===== config.mk =====
export PLATFORM = sky130hd
export DESIGN_NAME = mux_piso_serializer
export DESIGN_NICKNAME = d
export VERILOG_FILES = /design/src/rtl/mux_piso_serializer_pkg.sv /design/src/rtl/mux_piso_serializer_mux2x1.sv /design/src/rtl/mux_piso_serializer.sv
export SDC_FILE = /design/constraint.sdc
export NUM_CORES = 1
export LEC_CHECK = 0
export CORE_MARGIN = 1.5
export CORE_UTILIZATION = 49
export CTS_CLUSTER_DIAMETER = 150
export CTS_CLUSTER_SIZE = 10
export DETAILED_ROUTE_END_ITERATION = 10
export PLACE_DENSITY = 0.8
export SYNTH_ARGS = -nofsm -noshare
export SYNTH_HDL_FRONTEND = slang
export SYNTH_SLANG_ARGS = --single-unit
export TNS_END_PERCENT = 5

===== constraint.sdc =====
create_clock -name clk -period 3.4 [get_ports clk]
set_input_delay 1.02 -clock clk [delete_from_list [all_inputs] [get_ports clk]]
set_output_delay 1.02 -clock clk [all_outputs]
set_load 0.05 [all_outputs]

===== src/rtl/mux_piso_serializer_pkg.sv =====
`default_nettype none
// ============================================================================
// Module      : mux_piso_serializer_pkg
// Description : Shared state encoding and sizing helper for the mux-based
//               parallel-in/serial-out serializer.
// Revision    : 1.0 - initial release
// ============================================================================
package mux_piso_serializer_pkg;

    // Two-state controller: waiting for a word, or emitting its bits
    typedef logic [0:0] state_t;

    localparam state_t c_IDLE  = 1'b0;
    localparam state_t c_SHIFT = 1'b1;

    // Counter must hold the value WIDTH itself (bits remaining after a load)
    function automatic int cnt_width(input int width);
        return $clog2(width + 1);
    endfunction

endpackage
`default_nettype wire


===== src/rtl/mux_piso_serializer_mux2x1.sv =====
`default_nettype none
// ============================================================================
// Module      : mux_piso_serializer_mux2x1
// Description : Single-bit 2:1 multiplexer cell; selects i_d1 when i_sel=1.
// Revision    : 1.0 - initial release
// ============================================================================
module mux_piso_serializer_mux2x1 (
    input  logic i_d0,
    input  logic i_d1,
    input  logic i_sel,
    output logic o_y
);

    assign o_y = i_sel ? i_d1 : i_d0;

endmodule
`default_nettype wire


===== src/rtl/mux_piso_serializer.sv =====
`default_nettype none
// ============================================================================
// Module      : mux_piso_serializer
// Description : Parallel-in/serial-out shift register with valid/ready on the
//               load and serial sides. Each storage bit is steered by a 2:1
//               mux (load vs shift neighbour). Supports zero-bubble
//               back-to-back words by accepting a new word together with the
//               last bit of the current one.
// Revision    : 1.0 - initial release
// ============================================================================
module mux_piso_serializer
    import mux_piso_serializer_pkg::*;
#(
    parameter int WIDTH     = 8,
    parameter int MSB_FIRST = 1
) (
    input  logic             clk,
    input  logic             rst,
    input  logic [WIDTH-1:0] din,
    input  logic             load_valid,
    output logic             load_ready,
    output logic             sout,
    output logic             sout_valid,
    input  logic             sout_ready,
    output logic             done
);

    localparam int                 c_CNT_W    = cnt_width(WIDTH);
    localparam logic [c_CNT_W-1:0] c_CNT_FULL = c_CNT_W'(WIDTH);
    localparam logic [c_CNT_W-1:0] c_CNT_ONE  = c_CNT_W'(1);

    state_t             r_state;
    logic [WIDTH-1:0]   r_sreg;
    logic [c_CNT_W-1:0] r_cnt;

    logic               w_sout_hs;
    logic               w_last;
    logic               w_load;
    logic               w_en;
    logic [WIDTH-1:0]   w_next;

    // Handshake and status decode
    assign sout_valid = (r_state == c_SHIFT);
    assign w_sout_hs  = sout_valid & sout_ready;
    assign w_last     = (r_state == c_SHIFT) & (r_cnt == c_CNT_ONE);
    assign load_ready = (r_state == c_IDLE) | (w_last & sout_ready);
    assign w_load     = load_valid & load_ready;
    assign done       = w_sout_hs & w_last;
    assign w_en       = w_load | w_sout_hs;

    // Per-bit next value: din bit on load, otherwise the shift neighbour
    // (zero fill at the end that empties out of the register)
    for (genvar i = 0; i < WIDTH; i++) begin : g_bit
        logic w_nb;

        if (MSB_FIRST != 0) begin : g_msb
            if (i == 0) begin : g_fill
                assign w_nb = 1'b0;
            end else begin : g_inner
                assign w_nb = r_sreg[i-1];
            end
        end else begin : g_lsb
            if (i == WIDTH - 1) begin : g_fill
                assign w_nb = 1'b0;
            end else begin : g_inner
                assign w_nb = r_sreg[i+1];
            end
        end

        mux_piso_serializer_mux2x1 u_mux (
            .i_d0  (w_nb),
            .i_d1  (din[i]),
            .i_sel (w_load),
            .o_y   (w_next[i])
        );
    end

    // Serial bit taken from the end of the register that leaves first
    if (MSB_FIRST != 0) begin : g_out_msb
        assign sout = r_sreg[WIDTH-1];
    end else begin : g_out_lsb
        assign sout = r_sreg[0];
    end

    // Register stage: update only on a load or a serial handshake, so a
    // stalled consumer leaves the word untouched
    always_ff @(posedge clk) begin
        if (rst) begin
            r_sreg <= '0;
        end else if (w_en) begin
            r_sreg <= w_next;
        end
    end

    // Controller and bits-remaining counter
    always_ff @(posedge clk) begin
        if (rst) begin
            r_state <= c_IDLE;
            r_cnt   <= '0;
        end else begin
            case (r_state)
                c_IDLE: begin
                    if (w_load) begin
                        r_state <= c_SHIFT;
                        r_cnt   <= c_CNT_FULL;
                    end
                end
                c_SHIFT: begin
                    if (w_sout_hs) begin
                        if (w_last) begin
                            if (w_load) begin
                                r_cnt <= c_CNT_FULL;
                            end else begin
                                r_state <= c_IDLE;
                                r_cnt   <= '0;
                            end
                        end else begin
                            r_cnt <= r_cnt - c_CNT_ONE;
                        end
                    end
                end
                default: begin
                    r_state <= c_IDLE;
                    r_cnt   <= '0;
                end
            endcase
        end
    end

endmodule
`default_nettype wire

### Yosys cells after proc, flatten, opt, wreduce, memory -nomap -nowiden

Cells that the tools add are included.

* reduce and logical (&&, ||, !) cells: 1
* equality and inequality tests: 3
* multiplexer cells: 17
* add/subtract/negate cells: 1
* bitwise logic cells: 8

Operators with widths (number)
* 4-bit two-way mux: 4
* 1-bit two-way mux: 11
* 4-bit case mux with 2 select lines: 1
* 1-bit bitwise AND: 5
* 4-bit by 1-bit equality test with 1-bit output (second input constant): 1
* 2-bit by 1-bit != test with 1-bit output (second input constant): 2
* 4-bit by 1-bit subtractor with 4-bit output (second input constant): 1
* 1-bit OR: 2
* 1-bit case mux with 2 select lines: 1
* 2-bit AND reduction: 1
* 1-bit NOT: 1

* input bits: 12
* flip-flop bits (word level): 13
* word-level logic and storage cells: 33

### Depth between registers and ports, before layout

Gate-level depths: netlist of the first run.

* word-level depth: 9
* mapped depth: 5
* mapped depth without buffers: 5

### Cells and area by module

A second synthesis of the first run with hierarchy kept.

* cells, all modules: 70
* area total of the unflattened synthesis: 700.7 um^2

Modules (own cells, without submodules)
* mux_piso_serializer: instances 1, area an instance 580.6 um^2, seq. area each 260.2 um^2, cells an instance 62
* mux_piso_serializer_mux2x1: instances 8, area an instance 15.0 um^2, seq. area each 0.0 um^2, cells an instance 1

### Least setup slack after synthesis of the first run

Ideal clock, no wire load.

* path type: in2out
* start: in sout_ready
* end: out done
* path buffers: 0
* stages: 2
* arrival time: 1752 ps
* slack: 628 ps
* cell sequence: nand2_1 nor2_1

* word-level cells in the longest chain between the ends: 2

Ends and longest elaborated chain
* start: declaration: line mux_piso_serializer.sv:24 `input logic sout_ready,`
* 1-bit bitwise AND: line mux_piso_serializer.sv:44 `assign w_sout_hs = sout_valid & sout_ready;`
* 1-bit bitwise AND: line mux_piso_serializer.sv:48 `assign done = w_sout_hs & w_last;`
* end: declaration: line mux_piso_serializer.sv:25 `output logic done`

No other way between the ends.

### Worst setup path after layout of the first run

* start: in sout_ready
* end: out load_ready

* word-level cells in the longest chain between the ends: 2

Ends and longest elaborated chain
* 1-bit bitwise AND: line mux_piso_serializer.sv:46 `assign load_ready = (r_state == c_IDLE) | (w_last & sout_ready);`
* 1-bit OR: line mux_piso_serializer.sv:46
* end: declaration: line mux_piso_serializer.sv:21 `output logic load_ready,`

No other way between the ends.

==> impl_metrics.py, run 1 <==
metrics = {
    "outcome": {
        "outcome": "completed",
    },
    "logic_synthesis": {
        "synth_compound_area_frac": 0.3126,
        "synth_top_family_by_area": "compound AO/OA/AOI/OAI gates",
        "synthFlopType": "dfxtp_1",
        "synth_cells": 69,
        "synthAdderAreaFrac": 0.03883,
        "synth_area_per_cell_um2": 9.339,
        "synth.net_count": 83,
        "yosys.area.top_type_share": 0.4039,
        "synth_top_area_cell": "dfxtp_1",
        "ys_top_cells_by_count": "13 x dfxtp_1, 12 x inv_1, 10 x a21oi_1",
        "synth_edf_count": 0,
        "yosys.area_share.simple": 0.1301,
        "yosysMostFrequentCell": "dfxtp_1",
        "yosys_warnings": 0,
        "ys_ff_latch": 13,
        "yosysUniqueCellTypes": 25,
        "muxShareOfSynthArea": 0.03107,
        "synth_xor_area_frac": 0,
        "syn-cell-area_um2": 644.4,
        "synth.area.top_cells": "dfxtp_1 40%, o221a_2 12%, a21oi_1 7.8%",
        "synthArstFlopShare": 0,
        "yosysSeqAreaShare": 0.4039,
    },
    "floorplan": {
        "initial_utilization": 0.5502,
        "placementRows": 12,
        "dieArea_um2": 1542,
        "coreArea_um2": 1171,
        "die_h_um": 39.27,
        "ios": 16,
        "die-width_um": 39.27,
    },
    "layout": {
        "drive_gt1_frac": 0.2045,
        "ff_latch_area_um2": 260.3,
        "stdcell_area_um2": 864.6,
        "multiInputGateArea_um2": 330.3,
        "layout.nets": 103,
        "antenna_cells": 0,
        "syn2layout_area_growth_pct": 34.17,
        "fill_cells": 95,
    },
    "worst_setup_path": {
        "cp.required_ns": 2.38,
        "crit_arrival_ns": 2.14,
        "worstSetupPathType": "input port to primary output",
        "worstSetupEndpointType": "primary output",
        "regToRegSetupSlack_ns": 1.78,
        "worstSetupStartpointType": "input port",
        "critPathMaxFanout": 3,
    },
    "sta": {
        "finalCriticalPeriod_ns": 3.165,
        "rsz0062_at_grt": "false",
        "max_freq_mhz": 316.0,
        "slew-limit-headroom": 0.6584,
        "setup_viol": 0,
        "fin_ws_ns": 0.2353,
        "drv_slew": 0,
        "setup-tns-final_ns": 0,
        "worstMarginPinSlew_ns": 0.5109,
        "finalHoldViolations": 0,
        "min_period_over_period": 0.9308,
        "timing.hold.ws_ns": 0.4857,
        "fin_skew_ns": 0.003627,
    },
    "placed_design": {
        "dpl.hpwl_um": 990,
        "io_buffer_count": 15,
        "pre_cts_ws_ns": 0.2580,
        "place_area_um2": 838.3,
        "globalplace.congestion": 0.9170,
    },
    "pwr": {
        "seq_power_share": 0.496,
        "power.internal_uw": 253.0,
        "switching_share": 0.2825,
        "peakVddDrop_uv": 288.9,
        "p_comb_frac": 0.234,
        "clkPwrFrac": 0.269,
        "netSwitchingPower_uw": 99.63,
        "power.leakage_nw": 0.3363,
        "power_density_nw_per_um2": 407.8,
    },
    "drt": {
        "wirelength_um": 1405,
        "avgRoutedWirePerCell_um": 13.77,
        "route.detailed.drc": 0,
        "dr_total_vias": 560,
        "ant_nets": 0,
        "viasPerCell": 5.490,
        "drt_first_pass_iters": 4,
        "drt_iter0_drc": 17,
    },
    "hold_path": {
        "hold_path_class": "register to register",
    },
    "clocking": {
        "clock-sinks": 13,
        "cts_tree": "yes",
        "ctsHtreeMaxLevel": 1,
        "cts_buffers": 3,
        "clk_pin_slew_ns": 0.08,
        "cts_setup_buffers": 0,
        "hold_buffers": 0,
        "clockBufferDepth": 2,
        "clk_latency_ns": 0.28,
        "cts_resized": 0,
        "cts_root_buf": "clkbuf_4",
    },
    "global_route": {
        "overflow": 0,
        "grt_pass1_wl_um": 2325,
        "grt_max_degree": 15,
        "grt_pass1_vias": 528,
        "antenna_found_initial": 0,
        "track_usage": 0.2339,
    },
    "run": {
        "cap_violations": 0,
    },
}
==> critical path, stage by stage <==
cell and delay, ns:
clkdlybuf4s50_1 0.50, and4bb_2 0.27, nand2b_1 0.19, buf_12 0.16
==> power groups by stage <==
stage / clock network [mW] / registers (mW) / logic (mW)
after floorplan: 0 / 0.183 / 0.0438
after global routing: 0.107 / 0.177 / 0.0901
after detailed placement: 0 / 0.178 / 0.0820
after CTS: 0.0986 / 0.175 / 0.0826
after global placement: 0 / 0.178 / 0.0811
final: 0.0949 / 0.175 / 0.0827
==> through the flow <==
step | util | cells | total power, mW
3_3_place_gp | 0.7158 | 98 | 0.2594
2_1_floorplan | - | 69 | 0.2267
6_report | 0.7382 | 102 | 0.3526
3_5_place_dp | 0.7158 | 98 | 0.2604
5_1_grt | 0.7382 | 102 | 0.3735
4_1_cts | 0.7382 | 102 | 0.3560
==> layout by cell type (no fill, tap or decap) <==
master | Yosys | layout
clkdlybuf4s50_1 | 0 | 13
dfxtp_1 | 13 | 13
inv_1 | 12 | 12
a21oi_1 | 10 | 10
o221a_2 | 7 | 7
nor2_1 | 4 | 4
clkbuf_4 | 0 | 3
nand2_1 | 2 | 2
mux2i_1 | 2 | 2
ha_1 | 2 | 2
buf_12 | 0 | 2
buf_4 | 0 | 2
and4bb_2 | 1 | 1
nand2b_1 | 1 | 1
or3b_4 | 1 | 1
and2_1 | 1 | 1
o21ai_4 | 1 | 1
o21ai_2 | 1 | 1
o211ai_1 | 1 | 1
or4_1 | 1 | 1
o221ai_1 | 1 | 1
o41ai_1 | 1 | 1
o2bb2ai_1 | 1 | 1
and3b_1 | 1 | 1
o21ai_0 | 1 | 1
nand4b_1 | 1 | 1
a32oi_1 | 1 | 1
clkbuf_1 | 1 | 1
==> cells by family after synthesis <==
logic type | after synthesis
buffers and inverters | 14
DFF | 13
AOI/OAI and AO/OA | 25
and+or+nand+nor | 13
adders and majority gates | 2
muxes | 2
==> state kept, by name (all words and copies together) (netlist names) <==
register and flops:
r_sreg 8, sout_valid 1, r_cnt 4
==> worst paths after layout <==
path / startpoint / end / depth (start not counted)
worst max-delay path: sout_ready / load_ready / 4
worst min-delay path: r_sreg[0]$_SDFFE_PP0P_ / r_sreg[0]$_SDFFE_PP0P_ / 2
worst max register to register: r_cnt[0]$_SDFFE_PP0P_ / r_sreg[2]$_SDFFE_PP0P_ / 4
worst min register to register: r_sreg[0]$_SDFFE_PP0P_ / r_sreg[0]$_SDFFE_PP0P_ / 2
==> per-layer routing <==
metal | part of all wire | wire length, um | GRT usage | vias to the layer above
met5 | 0 | 0 | 0 | -
met4 | 0.025 | 35 | 0.1552 | 0
met3 | 0.048 | 68 | 0.06818 | 5
met2 | 0.41 | 572 | 0.3125 | 16
met1 | 0.52 | 729 | 0.3182 | 247
li1 | - | - | - | 292
==> final cells by class <==
class	instances	share of cell area
sequential	13	0.3010
multi-input combinational	42	0.3821
timing repair buffer	17	0.2142
tap	14	0.02026
clock buffer	4	0.03039
inverter	12	0.05210
Note: power is estimated with default switching activity, not from simulation.
==> run 2, diff against run 1 <==
ABC_AREA = 1   (was not set)
CORE_UTILIZATION = 53   (was 49)
PLACE_DENSITY = 0.81   (was 0.8)
==> impl_metrics.py, run 2 <==
metrics = {
    "outcome": {
        "outcome": "completed",
    },
    "global_route": {
        "grt_pass1_wl_um": 2504,
        "grt_max_degree": 20,
        "grt_use_met3": 0.07759,
        "grt_busiest_layer": "met2",
        "antenna_found_initial": 0,
        "overflow": 0,
        "grtUsageMet1": 0.2151,
        "grt_use_met2": 0.3121,
        "grt_pass1_vias": 603,
        "track_usage": 0.1868,
    },
    "logic_synthesis": {
        "ys_top_cells_by_count": "17 x nor2_1, 15 x inv_1, 15 x nand2_1",
        "yosys_warnings": 0,
        "synth_compound_area_frac": 0.2000,
        "synth_area_per_cell_um2": 7.564,
        "synth_edf_count": 0,
        "synth_top_area_cell": "dfxtp_1",
        "synth.net_count": 124,
        "synthArstFlopShare": 0,
        "yosys.area.top_type_share": 0.3128,
        "synthFlopType": "dfxtp_1",
        "syn-cell-area_um2": 832.0,
        "synth.area.top_cells": "dfxtp_1 31%, a21oi_2 8.4%, nor2_1 7.7%",
        "synth_xor_area_frac": 0.01053,
        "muxShareOfSynthArea": 0,
        "synth_cells": 110,
        "synth_top_family_by_area": "simple AND/OR/NAND/NOR gates",
        "yosysSeqAreaShare": 0.3128,
        "synthAdderAreaFrac": 0.03008,
        "yosysMostFrequentCell": "nor2_1",
        "ys_ff_latch": 13,
        "yosys.area_share.simple": 0.2887,
        "yosysUniqueCellTypes": 24,
    },
    "layout": {
        "layout.nets": 141,
        "ff_latch_area_um2": 260.3,
        "fill_cells": 125,
        "final_common_cell": "nor2_1",
        "multiInputGateArea_um2": 440.4,
        "final_cell_mix": "17 x nor2_1, 15 x inv_1, 15 x nand2_1",
        "antenna_cells": 0,
        "largest_reg_flops": 8,
        "regMostFlops": "r_sreg",
        "drive_gt1_frac": 0.1905,
        "syn2layout_area_growth_pct": 20.00,
        "fin_util": 0.6706,
    },
    "drt": {
        "avgRoutedWirePerCell_um": 10.56,
        "ant_nets": 0,
        "drt_first_pass_iters": 5,
        "drt_iter0_drc": 8,
        "wirelength_um": 1500,
        "viasPerCell": 5.141,
        "route.detailed.drc": 0,
        "dr_total_vias": 730,
    },
    "hold_path": {
        "hold_path_class": "register to register",
    },
    "floorplan": {
        "coreArea_um2": 1489,
        "die_h_um": 42.62,
        "dieArea_um2": 1816,
        "initial_utilization": 0.5588,
        "ios": 16,
        "placementRows": 14,
        "die-width_um": 42.62,
    },
    "sta": {
        "setup_viol": 0,
        "setup-tns-final_ns": 0,
        "finalHoldViolations": 0,
        "max_freq_mhz": 342.0,
        "min_period_over_period": 0.8600,
        "rsz0062_at_grt": "false",
        "slew-limit-headroom": 0.6716,
        "fin_skew_ns": 0.002006,
        "fin_ws_ns": 0.4762,
        "worstMarginPinSlew_ns": 0.4911,
        "finalCriticalPeriod_ns": 2.924,
        "drv_slew": 0,
    },
    "pwr": {
        "peakVddDrop_uv": 239.2,
        "total_power_uw": 385.0,
        "power_density_nw_per_um2": 385.6,
        "power.leakage_nw": 0.4204,
    },
    "worst_setup_path": {
        "critPathMaxFanout": 2,
        "worstSetupPathType": "input port to primary output",
        "cp.required_ns": 2.38,
        "worstSetupStartpointType": "input port",
        "worstSetupEndpointType": "primary output",
        "crit_arrival_ns": 1.90,
    },
    "clocking": {
        "clock-sinks": 13,
        "cts_resized": 0,
        "clk_pin_slew_ns": 0.08,
        "cts_setup_buffers": 0,
        "clockBufferDepth": 2,
        "ctsHtreeMaxLevel": 1,
        "clk_latency_ns": 0.28,
        "cts_root_buf": "clkbuf_4",
        "cts_tree": "yes",
        "cts_buffers": 3,
        "hold_buffers": 0,
    },
    "run": {
        "cap_violations": 0,
    },
    "placed_design": {
        "io_buffer_count": 15,
        "pre_cts_ws_ns": 0.4660,
        "dpl.hpwl_um": 1089,
        "globalplace.congestion": 0.7993,
    },
}
## run 2: cell type report
type,count,share of cell area
Sequential cell,13,0.2607
Clock buffer,4,0.02632
Multi-Input combinational cell,75,0.4411
Timing Repair Buffer,17,0.1855
Inverter,17,0.06642
Tap cell,16,0.02005
## run 2: path summary, 6_finish.rpt
path	start	endpoint	slack, ns	depth (start not counted)
min	r_cnt[1]$_SDFFE_PP0P_	r_cnt[1]$_SDFFE_PP0P_	0.47	2
max	sout_ready	done	0.48	4
max reg2reg	sout_valid$_SDFF_PP0_	r_cnt[2]$_SDFFE_PP0P_	1.84	5
min reg2reg	r_cnt[1]$_SDFFE_PP0P_	r_cnt[1]$_SDFFE_PP0P_	0.47	2
## run 2: metrics by stage
step,instance area (um^2),hold WS [ns],instances
floorplan,832.0,0.4378,110
global placement,972.2,0.4567,138
finish,998.5,0.4701,142
global route,998.5,0.5092,142
detailed placement,972.2,0.4622,138
CTS,998.5,0.4739,142
## run 2: routing by layer
| metal | share of wire | wire (um) | vias up |
|---|---|---|---|
| met5 | 0 | 0 | - |
| met4 | 0.0067 | 10 | 0 |
| met3 | 0.065 | 97 | 2 |
| met2 | 0.48 | 722 | 24 |
| met1 | 0.45 | 669 | 321 |
| li1 | - | - | 383 |
## run 2: where the power goes
| group | total (mW) | switching (mW) | internal, mW |
|---|---|---|---|
| logic | 0.109 | 0.0623 | 0.0467 |
| clock network | 0.0981 | 0.0525 | 0.0455 |
| registers | 0.178 | 0.0119 | 0.166 |
## run 2: cell families (layout without fill, tap and decap cells)
group / Yosys count / count (layout)
xor+xnor: 1 / 1
buf+inv: 22 / 38
compound gates: 24 / 24
flops: 13 / 13
fa+ha+maj: 2 / 2
simple gates: 48 / 48
## run 2: worst max-delay path: stages
cell and delay (ns):
clkdlybuf4s50_1 0.52, nand3_4 0.10, inv_1 0.12, buf_12 0.15
